### src/rtl/router_fsm.sv
// Packet-flow controller for the 1x3 router: decodes the header address, sequences
// header/payload/parity loading and drives the register-stage strobes, FIFO write enable and busy.
module router_fsm #(
    parameter int DATA_W   = 8,
    parameter int NUM_DEST = 3
) (
    input  logic              clk,
    input  logic              reset,
    input  logic              pkt_valid,
    input  logic [DATA_W-1:0] data_in,
    input  logic              fifo_full,
    input  logic              fifo_empty_0,
    input  logic              fifo_empty_1,
    input  logic              fifo_empty_2,
    input  logic              soft_reset_0,
    input  logic              soft_reset_1,
    input  logic              soft_reset_2,
    input  logic              parity_done,
    input  logic              low_pkt_valid,
    output logic              write_enb_reg,
    output logic              detect_add,
    output logic              lfd_state,
    output logic              ld_state,
    output logic              laf_state,
    output logic              full_state,
    output logic              rst_int_reg,
    output logic              busy
);

    typedef enum logic [2:0] {
        DECODE_ADDRESS,
        LOAD_FIRST_DATA,
        LOAD_DATA,
        FIFO_FULL_STATE,
        LOAD_AFTER_FULL,
        LOAD_PARITY,
        CHECK_PARITY_ERROR,
        WAIT_TILL_EMPTY
    } state_t;

    state_t     state, next_state;
    logic [1:0] addr_q;
    logic [1:0] addr_in;
    logic       addr_valid;
    logic [3:0] empty_vec;
    logic [3:0] soft_vec;
    logic       unused_data;

    assign addr_in     = data_in[1:0];
    assign addr_valid  = (int'(addr_in) < NUM_DEST);
    // Bit 3 pads the invalid address so indexing by any 2-bit address is safe.
    assign empty_vec   = {1'b0, fifo_empty_2, fifo_empty_1, fifo_empty_0};
    assign soft_vec    = {1'b0, soft_reset_2, soft_reset_1, soft_reset_0};
    assign unused_data = ^data_in[DATA_W-1:2];

    always_ff @(posedge clk or posedge reset) begin
        if (reset) begin
            state  <= DECODE_ADDRESS;
            addr_q <= '0;
        end else begin
            state <= next_state;
            if (state == DECODE_ADDRESS && pkt_valid)
                addr_q <= addr_in;
        end
    end

    always_comb begin
        next_state = state;
        case (state)
            DECODE_ADDRESS:
                if (pkt_valid && addr_valid)
                    next_state = empty_vec[addr_in] ? LOAD_FIRST_DATA : WAIT_TILL_EMPTY;
            LOAD_FIRST_DATA:
                next_state = LOAD_DATA;
            LOAD_DATA:
                if (fifo_full)
                    next_state = FIFO_FULL_STATE;
                else if (!pkt_valid)
                    next_state = LOAD_PARITY;
            FIFO_FULL_STATE:
                if (!fifo_full)
                    next_state = LOAD_AFTER_FULL;
            LOAD_AFTER_FULL:
                if (parity_done)
                    next_state = DECODE_ADDRESS;
                else if (low_pkt_valid)
                    next_state = LOAD_PARITY;
                else
                    next_state = LOAD_DATA;
            LOAD_PARITY:
                next_state = CHECK_PARITY_ERROR;
            CHECK_PARITY_ERROR:
                next_state = fifo_full ? FIFO_FULL_STATE : DECODE_ADDRESS;
            WAIT_TILL_EMPTY:
                if (empty_vec[addr_q])
                    next_state = LOAD_FIRST_DATA;
            default:
                next_state = DECODE_ADDRESS;
        endcase
        // Timeout of the active destination aborts the packet from any non-idle state.
        if (state != DECODE_ADDRESS && soft_vec[addr_q])
            next_state = DECODE_ADDRESS;
    end

    always_comb begin
        detect_add    = (state == DECODE_ADDRESS);
        lfd_state     = (state == LOAD_FIRST_DATA);
        ld_state      = (state == LOAD_DATA);
        laf_state     = (state == LOAD_AFTER_FULL);
        full_state    = (state == FIFO_FULL_STATE);
        rst_int_reg   = (state == CHECK_PARITY_ERROR);
        write_enb_reg = (state == LOAD_DATA) || (state == LOAD_PARITY) ||
                        (state == LOAD_AFTER_FULL);
        busy          = !((state == DECODE_ADDRESS) || (state == LOAD_DATA));
    end

endmodule

### config.mk
export PLATFORM = sky130hd
export DESIGN_NAME = router_fsm
export DESIGN_NICKNAME = d
export VERILOG_FILES = /design/src/rtl/router_fsm.sv
export SDC_FILE = /design/constraint.sdc
export NUM_CORES = 1
export LEC_CHECK = 0
export BUFFER_PORTS_ARGS = -buffer_cell sky130_fd_sc_hd__buf_4
export CORE_AREA = 2 2 39 41
export DETAILED_ROUTE_END_ITERATION = 8
export DIE_AREA = 0 0 41 43
export PLACE_DENSITY = 0.81
export SETUP_SLACK_MARGIN = 0.3
export SYNTH_ARGS = -nofsm -noshare
export SYNTH_HDL_FRONTEND = slang
export SYNTH_SLANG_ARGS = --single-unit
### constraint.sdc
create_clock -name clk -period 1.8 [get_ports clk]
set_clock_uncertainty 0.05 [all_clocks]
set_input_delay 0.09 -clock clk [delete_from_list [all_inputs] [get_ports clk]]
set_output_delay 0.09 -clock clk [all_outputs]
set_load 0.03 [all_outputs]
==> results.txt <==
The run finished with clean final reports. The level count of the clock H-tree was 1; the overall via count from detail_route was 589. Data on the critical path arrives at its endpoint at 1650 ps.

The logs give 4 for the detailed-router iteration count before antenna repair and 0.165 for the overall global routing resource usage. The global placement routability congestion was 0.759. The number of endpoints with negative hold slack in the final report came out at 0. Setup repair after global routing could not meet its margin everywhere. Highest net fanout along the worst path: 7. The power per unit of standard cell area works out to 1700 nW/um^2. The via density per instance was 5.35. The critical path endpoint category is a flop. For the sum of net half-perimeters after detailed placement, the log shows 945 um. The most critical setup path has its startpoint at state[0].

The logs give 0 for the number of violations of the max-capacitance limit and 1920 ps for the required time of the critical path. The path class of the tightest hold or removal check is input pin to flop. From left edge to right edge, the die measures 41 um.

For this run, the top clock speed supported by timing is 655 MHz. The area growth from synthesis to layout is 58.8%. The TritonCTS buffer count is 3, and the share of the cycle needed by the critical path after routing is 0.849. The logs give 61 for the count of mapped cells out of synthesis and 1380 um^2 for the area of the core. The clock transition at the registers of the reported paths is 50 ps. The post-route core utilization was 0.579. Initial cell density of the core: 0.364.

The run gives 1350 um as the wire length reported by the detailed router. STA classifies the critical path startpoint as a flop. The tree is rooted in a clkbuf_4. The average instance area after synthesis is 8.27 um^2, and the fraction of registers with async set or reset after synthesis is 1.00. The normalized max-slew margin came out at 0.822. The primary flip-flop cell chosen by synthesis mapping is dfrtp_1.

The fraction of final layout cells with drive strength greater than 1 came out at 0.521. The total negative slack was 0 ps. The initial antenna violation count is 0. TritonCTS built the clock tree. For the worst-skew pair, the clock arrives at the later sink with an insertion delay of 240 ps.

VDD sags by at most 0.816 mV. No sink is reached through more buffers than the 2 on the longest clock path. The tools report the register area share after synthesis as 0.248. For the final antenna diode count, the log shows 0. The number of nets in the synthesized netlist is 81. For this design the static power due to leakage is 0.376 nW. The critical path is of the flop to flop type. Number of failing setup endpoints in the final timing report: 0.

Worst setup slack for register-to-register paths: 270 ps. The library cell used most frequently in the layout, excluding fill and tap cells, is buf_4. In this run the critical register-to-register path is launched from state[0]. The number of DRC markers in iteration 0 was 15; the slew at the pin closest to its max-slew limit was 265 ps. The run gives 14 as the number of standard-cell rows in the floorplan. Buffers placed on the I/O ports in this run total 21. Pin placement for this block handled 28 I/O pins. The number of global-route vias before repair was 499.

The number of distinct standard cells referenced by the synthesized netlist was 31; the number of synthesized flops with an enable pin was 0. The count of nets after finishing is 115, and the die extent in y is 43 um. For the final global-route overflow total, the log shows 0. The synthesized design contains 5 register bits. Number of cells on the worst hold path: 2. The die area is 1760 um^2, and the pin count of the biggest net entering global routing is 12. Measured in cells, the most critical reg-to-reg path has a length of 5. The library cells used most frequently in the layout, excluding fill and tap cells, are 30 x buf_4, 5 x nor2_1, 4 x nand2_1, 4 x o21ai_1, 4 x o21ai_0. After detailed routing, the number of remaining DRC violations is 0. The clock period could shrink to 1530 ps. The count of synthesis-stage warnings from yosys came out at 0. The post-synthesis instance area was 504 um^2. Hold path endpoint: addr_q[1]. The run gives 1980 um as the first-pass GRT wire length. The max-slew violation total from the final report was 0. In the final routed layout, each cell accounts on average for 12.2 um. The tools report the source of the worst hold timing path as data_in[1]. For the total clock sinks, the log shows 5. The run gives 0 as the final antenna-violating net count. The destination of the worst register-to-register timing path is state[2].
## metal layers
metal	track usage	vias to the layer above	wire (um)
met2	0.253	19	724
met1	0.200	276	561
met3	0.0471	0	61
li1	-	294	-
met4	0.0800	0	0
met5	0	-	0
## power by group
part | total, mW | internal (mW) | switching [mW]
logic | 0.973 | 0.481 | 0.492
clock network | 0.126 | 0.0803 | 0.0456
registers | 0.265 | 0.174 | 0.0903
## registers in the layout, summed over array words and instances, names as in the netlist
register	cells
addr_q	2
state	3
## critical path, stage by stage, from the launching register on
cell and delay [ps]:
dfrtp_2 450, buf_4 150, and2_1 130, o21ai_1 210
nor3b_2 260, a32o_1 200
## logic make-up after synthesis
logic type	Yosys count	synth area share
multiplexers	5	0.104
flip-flops	5	0.248
AO/OA/AOI/OAI	18	0.256
AND/OR/NAND/NOR	27	0.333
buffers and inverters	6	0.0595
## through the flow
| stage | total power [mW] | instance area (um^2) | setup slack [ps] | hold WS, ps | std cells |
|---|---|---|---|---|---|
| 2_1_floorplan | 0.847 | 514 | 294 | -181 | 61 |
| 3_3_place_gp | 1.06 | 684 | 258 | -55.4 | 97 |
| 3_5_place_dp | 1.07 | 684 | 246 | -54.3 | 97 |
| 4_1_cts | 1.24 | 741 | 279 | 60.5 | 104 |
| 5_1_grt | 1.46 | 801 | 234 | 54.6 | 110 |
| 6_report | 1.36 | 801 | 272 | 68.4 | 110 |
## what timing repair did
| item | CTS | global route |
|---|---|---|
| resized for setup | 3 | 5 |
| setup buffers | 2 | 6 |
| pin swaps | 0 | 5 |
| hold buffers | 1 | 0 |
| endpoints found under the hold margin | 5 | 0 |
| setup endpoints to repair | 7 | 8 |
## how the worst max path moves through the flow
| stage | to | slack, ps |
|---|---|---|
| 6_report | state[2] | 270 |
| 5_1_grt | state[2] | 230 |
| 4_1_cts | state[2] | 280 |
| 3_5_place_dp | state[2] | 250 |
| 3_3_place_gp | state[2] | 260 |
| 2_1_floorplan | state[2] | 290 |
## final cells by class
type / instances / area (um^2)
fillers: 131 / 583
multi-input cells: 50 / 372
repair buffers: 31 / 235
flip-flops and latches: 5 / 129
clock buffers: 3 / 22.5
well taps: 16 / 20.0
inverters: 4 / 17.5
clock inverters: 1 / 5.00
## synth_stat cells (2+ instances only)
master,number,share of area
nor2_1,6,0.045
o21ai_0,6,0.060
dfrtp_1,5,0.25
nand2_1,4,0.030
and2_1,3,0.037
inv_1,3,0.022
mux2i_1,3,0.060
nand3b_1,3,0.045
nor3b_1,3,0.045
mux2_2,2,0.045
nor2b_1,2,0.025
o21ai_1,2,0.020
(Power assumes the default switching activity.)
